`src/rtl/telemetry_framer_pkg.sv`:
```
// Shared constants, FSM state type and CRC-8 step function for telemetry_framer.
package telemetry_framer_pkg;

    localparam logic [7:0] FRAME_SYNC0 = 8'hA5;
    localparam logic [7:0] FRAME_SYNC1 = 8'h5A;
    localparam logic [7:0] CRC8_POLY   = 8'h07;
    localparam int         HDR_LEN     = 4;

    typedef enum logic [1:0] {
        ST_IDLE,
        ST_SEND,
        ST_GAP,
        ST_DONE
    } state_t;

    // One full byte of MSB-first CRC-8, unrolled into 8 combinational steps.
    function automatic logic [7:0] crc8_update(input logic [7:0] crc, input logic [7:0] data);
        logic [7:0] c;
        c = crc ^ data;
        for (int i = 0; i < 8; i++) begin
            c = c[7] ? ((c << 1) ^ CRC8_POLY) : (c << 1);
        end
        return c;
    endfunction

endpackage

```
`src/rtl/frame_check_accum.sv`:
```
// Frame check accumulator: additive two's-complement checksum, or CRC-8 when
// TELEMETRY_FRAMER_CRC8_EN is defined.
module frame_check_accum
    import telemetry_framer_pkg::*;
(
    input  logic       clk,
    input  logic       rst_n,
    input  logic       clear,
    input  logic       byte_valid,
    input  logic [7:0] byte_in,
    output logic [7:0] check_out
);

    logic [7:0] acc;

    // NOTE: state registers use non-blocking assignment so every flop samples pre-edge values.
    always_ff @(posedge clk) begin
        if (!rst_n) begin
            acc <= '0;
        end else if (clear) begin
            acc <= '0;
        end else if (byte_valid) begin
`ifdef TELEMETRY_FRAMER_CRC8_EN
            acc <= crc8_update(acc, byte_in);
`else
            acc <= acc + byte_in;
`endif
        end
    end

`ifdef TELEMETRY_FRAMER_CRC8_EN
    assign check_out = acc;
`else
    assign check_out = 8'h00 - acc;
`endif

endmodule

```
`src/rtl/telemetry_framer.sv`:
```
// Snapshots sensor_bus and streams one framed packet to serial_tx per trigger.
// Define TELEMETRY_FRAMER_CRC8_EN to replace the additive checksum with CRC-8.
module telemetry_framer
    import telemetry_framer_pkg::*;
#(
    parameter int NUM_WORDS     = 13,
    parameter int PERIOD_CYCLES = 5000000,
    parameter int CTR_SIZE      = 23
) (
    input  logic                    clk,
    input  logic                    rst_n,
    input  logic [NUM_WORDS*16-1:0] sensor_bus,
    input  logic                    start,
    input  logic                    enable,
    output logic [7:0]              tx_data,
    output logic                    new_tx_data,
    input  logic                    tx_busy,
    input  logic                    tx_block,
    output logic                    frame_active,
    output logic [7:0]              seq,
    output logic                    overrun
);

    localparam int TOTAL_BYTES = NUM_WORDS*2 + HDR_LEN + 1;
    localparam int IDX_W       = $clog2(TOTAL_BYTES);
    localparam logic [IDX_W-1:0] SYNC1_IDX = IDX_W'(1);
    localparam logic [IDX_W-1:0] LEN_IDX   = IDX_W'(2);
    localparam logic [IDX_W-1:0] SEQ_IDX   = IDX_W'(3);
    localparam logic [IDX_W-1:0] CHK_IDX   = IDX_W'(TOTAL_BYTES-1);
    localparam logic [IDX_W-1:0] END_IDX   = IDX_W'(TOTAL_BYTES);
    localparam logic [7:0]       LEN_BYTE  = 8'(NUM_WORDS*2);
    localparam logic [CTR_SIZE-1:0] PERIOD_LAST =
        (PERIOD_CYCLES > 0) ? CTR_SIZE'(PERIOD_CYCLES-1) : '0;

    state_t                  state;
    logic [IDX_W-1:0]        byte_idx;
    logic [NUM_WORDS*16-1:0] snapshot;
    logic [CTR_SIZE-1:0]     period_ctr;
    logic                    period_hit, trigger, accept, tx_ready, strobe, acc_valid;
    logic [7:0]              cur_byte, payload_byte, check_byte;

    assign period_hit = (PERIOD_CYCLES != 0) && (period_ctr == PERIOD_LAST);
    assign trigger    = start | period_hit;
    assign accept     = (state == ST_IDLE) && trigger && enable;
    assign tx_ready   = !tx_busy && !tx_block;
    assign strobe     = (state == ST_SEND) && tx_ready;
    assign acc_valid  = strobe && (byte_idx >= LEN_IDX) && (byte_idx < CHK_IDX);

    // Free-running period counter, independent of enable and frame state.
    always_ff @(posedge clk) begin
        if (!rst_n) begin
            period_ctr <= '0;
        end else if (period_hit) begin
            period_ctr <= '0;
        end else if (PERIOD_CYCLES != 0) begin
            period_ctr <= period_ctr + CTR_SIZE'(1);
        end
    end

    // NOTE: snapshot is pure datapath written before use, so it carries no reset.
    always_ff @(posedge clk) begin
        if (accept) begin
            snapshot <= sensor_bus;
        end
    end

    // NOTE: every combinational output gets a default first so no latch is inferred.
    always_comb begin
        payload_byte = 8'h00;
        for (int w = 0; w < NUM_WORDS; w++) begin
            if (int'(byte_idx) == HDR_LEN + 2*w)     payload_byte = snapshot[w*16+8 +: 8];
            if (int'(byte_idx) == HDR_LEN + 2*w + 1) payload_byte = snapshot[w*16 +: 8];
        end
        if (byte_idx == '0)             cur_byte = FRAME_SYNC0;
        else if (byte_idx == SYNC1_IDX) cur_byte = FRAME_SYNC1;
        else if (byte_idx == LEN_IDX)   cur_byte = LEN_BYTE;
        else if (byte_idx == SEQ_IDX)   cur_byte = seq;
        else if (byte_idx == CHK_IDX)   cur_byte = check_byte;
        else                            cur_byte = payload_byte;
    end

    frame_check_accum u_check (
        .clk        (clk),
        .rst_n      (rst_n),
        .clear      (accept),
        .byte_valid (acc_valid),
        .byte_in    (cur_byte),
        .check_out  (check_byte)
    );

    always_ff @(posedge clk) begin
        if (!rst_n) begin
            state        <= ST_IDLE;
            byte_idx     <= '0;
            tx_data      <= 8'h00;
            new_tx_data  <= 1'b0;
            frame_active <= 1'b0;
            seq          <= 8'h00;
            overrun      <= 1'b0;
        end else begin
            new_tx_data <= 1'b0;
            if (trigger && state != ST_IDLE) begin
                overrun <= 1'b1;
            end
            case (state)
                ST_IDLE: begin
                    if (accept) begin
                        byte_idx     <= '0;
                        frame_active <= 1'b1;
                        state        <= ST_SEND;
                    end
                end
                ST_SEND: begin
                    if (tx_ready) begin
                        tx_data     <= cur_byte;
                        new_tx_data <= 1'b1;
                        byte_idx    <= byte_idx + IDX_W'(1);
                        state       <= ST_GAP;
                    end
                end
                // serial_tx raises busy one cycle late, so GAP never looks at it.
                ST_GAP: begin
                    state <= (byte_idx == END_IDX) ? ST_DONE : ST_SEND;
                end
                ST_DONE: begin
                    frame_active <= 1'b0;
                    seq          <= seq + 8'd1;
                    state        <= ST_IDLE;
                end
                default: state <= ST_IDLE;
            endcase
        end
    end

endmodule

```
`config.mk`:
```
export PLATFORM = sky130hd
export DESIGN_NAME = telemetry_framer
export DESIGN_NICKNAME = d
export VERILOG_FILES = /design/src/rtl/telemetry_framer_pkg.sv /design/src/rtl/frame_check_accum.sv /design/src/rtl/telemetry_framer.sv
export SDC_FILE = /design/constraint.sdc
export NUM_CORES = 1
export LEC_CHECK = 0
export CAP_MARGIN = 20
export CORE_MARGIN = 1
export CORE_UTILIZATION = 50
export CTS_BUF_LIST = sky130_fd_sc_hd__clkbuf_16
export DETAILED_ROUTE_END_ITERATION = 10
export PLACE_DENSITY_LB_ADDON = 0.3
export SETUP_SLACK_MARGIN = 0.02
export SLEW_MARGIN = 20
export SYNTH_ARGS = -nofsm -noshare
export SYNTH_HDL_FRONTEND = slang
export SYNTH_SLANG_ARGS = --single-unit
export TNS_END_PERCENT = 10
```
`constraint.sdc`:
```
create_clock -name clk -period 35.9 [get_ports clk]
set_input_delay 5.385 -clock clk [delete_from_list [all_inputs] [get_ports clk]]
set_output_delay 5.385 -clock clk [all_outputs]
set_load 0.03 [all_outputs]
```
==> out/qor.yml <==
status:
  outcome: "finished clean"
die:
  die_area_sq_um: 25500
  die_w_microns: 160
  rows: 57
  start_util: 0.510
  core_area_sq_um: 24400
  die_h_microns: 160
  io_pins: 233
routing:
  viasPerCell: 6.08
  drc: 0
  ant_nets: 0
  dr.first_iter.drc_count: 1324
  drt_pass1_iterations: 6
  wl_per_cell_microns: 21.4
  vias: 10031
  finalWirelength_microns: 35300
critical_path:
  reg2reg_from: "byte_idx[1]"
  crit_start: "tx_block"
  path_class: "input port to register"
  critical_path_arrival_ns: 7.76
  rr_worst_depth: 18
  r2r_slack_ns: 30.28
  crit_path_end: "u_check.acc[7]"
  cp-start-kind: "input port"
  crit_fanout: 13
  cp-end-kind: "register"
  rr_endpoint: "u_check.acc[7]"
  cp_data_required_time_ns: 36.37
pwr:
  power_per_cell_area_nw_per_um2: 42.2
  vdd_drop_max_mv: 0.0344
  p_leak_nw: 5.45
  power.total_mw: 0.667
global_route:
  grt-ovfl-total: 0
  antenna_found_initial: 1
  grt_pass1_vias: 9513
  grt_max_degree: 212
  track_usage: 0.270
  grt_pass1_wl_microns: 53400
placement:
  dp.cells: 1595
  hpwl_microns: 24800
  place.gp.congestion: 0.918
  place_area_sq_um: 14900
  io_buffers: 232
worst_hold_path:
  min-delay-path-class: "register to register"
  hold_depth: 2
  hp-start: "tx_data[3]"
synthesis:
  postSynthNetCount: 1325
  syn_inst: 1094
  synth_cell_type_count: 86
  synth_area_per_cell_sq_um: 11.4
  ys.flop_type: "edfxtp_1"
  yosys_warnings: 0
  synth_edf_count: 208
  ys_seq_elements: 265
  seq_area_frac_synth: 0.594
  netlist_area_sq_um: 12400
  async_flop_share: 0
layout:
  layout_commonest_cell: "clkdlybuf4s50_1"
  fin_nets: 1533
  final_cell_mix: "232 x clkdlybuf4s50_1, 208 x edfxtp_1, 100 x nor2_1"
  fillerInstances: 1868
  finalNonFillerCells: 1650
  syn2layout_area_growth_pct: 27.1
  fin_util: 0.648
  drive_gt1_frac: 0.0558
  stdcell_area_sq_um: 15800
flow_run:
  maxCapViolCount: 0
timing:
  finalCritPeriodShare: 0.203
  setup_tns_ns: 0
  hold_viol: 0
  maxSlewViolCount: 0
  rsz0062_at_grt: "no"
  worst_pin_slew_ns: 1.45
  min_period_ns: 7.29
  max_freq_ghz: 0.137
  setup_viol: 0
  slew_headroom: 0.0300
  fin_skew_ns: 0.0167
clocking:
  cts_hold_buf: 0
  cts_root_buf: "clkbuf_16"
  numCtsBuffers: 29
  cts_max_level: 1
  clock_latency_ns: 0.57
  cts_tree: "built"
  cts.sinks: 265
  clk_pin_slew_worst_paths_ns: 0.06
  cts_buffer_depth: 3
  cts_setup_buffers: 0
  cts_resized: 0
## routing by layer
metal,GRT usage,up-vias,part of all wire
met5,0,-,0
met2,0.420,659,0.46
li1,-,4600,-
met3,0.0431,122,0.091
met4,0.137,0,0.054
met1,0.368,4650,0.40
## state kept, by name (all words and copies together) (netlist names)
signal / count
seq: 8
frame_active: 1
snapshot: 208
u_check.acc: 8
new_tx_data: 1
state: 2
overrun: 1
byte_idx: 5
tx_data: 8
period_ctr: 23
## Yosys cell counts (12+ instances only)
cell type  count  area (sq um)
a21oi_1       90           450
buf_2         24           120
clkbuf_1      27           101
dfxtp_1       57          1140
edfxtp_1     208          6250
ha_1          16           200
inv_1         29           109
nand2_1       79           297
nand2b_1      16           100
nand3_1       36           180
nor2_1       100           375
nor2b_1       12          75.1
nor3_1        18          90.1
o21ai_0       58           290
o221ai_1      14           123
o22ai_1       16           100
or3_1         16           100
xnor2_1       23           201
## cell type report
type,count,area [sq um],area share
Tap cell,324,405,0.0257
Timing Repair Buffer,243,2420,0.153
Antenna cell,1,2.50,0.000158
Sequential cell,265,7390,0.468
Inverter,31,116,0.00736
Multi-Input combinational cell,732,4600,0.291
Clock buffer,29,726,0.0459
Clock inverter,25,150,0.00950
## stage by stage
stage               hold WS (ns)  setup WS [ns]
floorplan                  0.430           7.54
global placement           0.441          28.06
detailed placement         0.457          28.04
CTS                        0.464          28.61
global route               0.504          28.43
finish                     0.465          28.61
## cell families after synthesis
group                      count (synthesis)  share of synthesized area
DFF                                      265                      0.594
AOI/OAI and AO/OA                        308                      0.165
xor gates and xnor gates                  33                     0.0232
and+or+nand+nor                          374                      0.163
buffers and inverters                     97                     0.0371
adders and majority gates                 17                     0.0177
## critical path, cell delays in order
cell,delay [ns]
clkdlybuf4s50_1,0.40
nor2_1,0.17
and3_1,0.53
o311ai_2,0.35
or4_1,0.58
a21oi_1,0.19
a2111oi_2,0.07
o221ai_1,0.07
## worst min path at each step
| stage | endpoint | slack [ns] |
|---|---|---|
| after global routing | period_ctr[0] | 0.50 |
| after global placement | period_ctr[0] | 0.44 |
| after floorplan | period_ctr[0] | 0.43 |
| final | tx_data[3] | 0.47 |
| after CTS | tx_data[3] | 0.46 |
| after detailed placement | tx_data[3] | 0.46 |
## power breakdown
group | leakage, nW | switching, mW | internal, mW
registers | 2.40 | 0.00522 | 0.346
clock network | 0.464 | 0.121 | 0.154
logic | 2.59 | 0.0170 | 0.0243
total | 5.45 | 0.143 | 0.524
(Power assumes the default switching activity.)
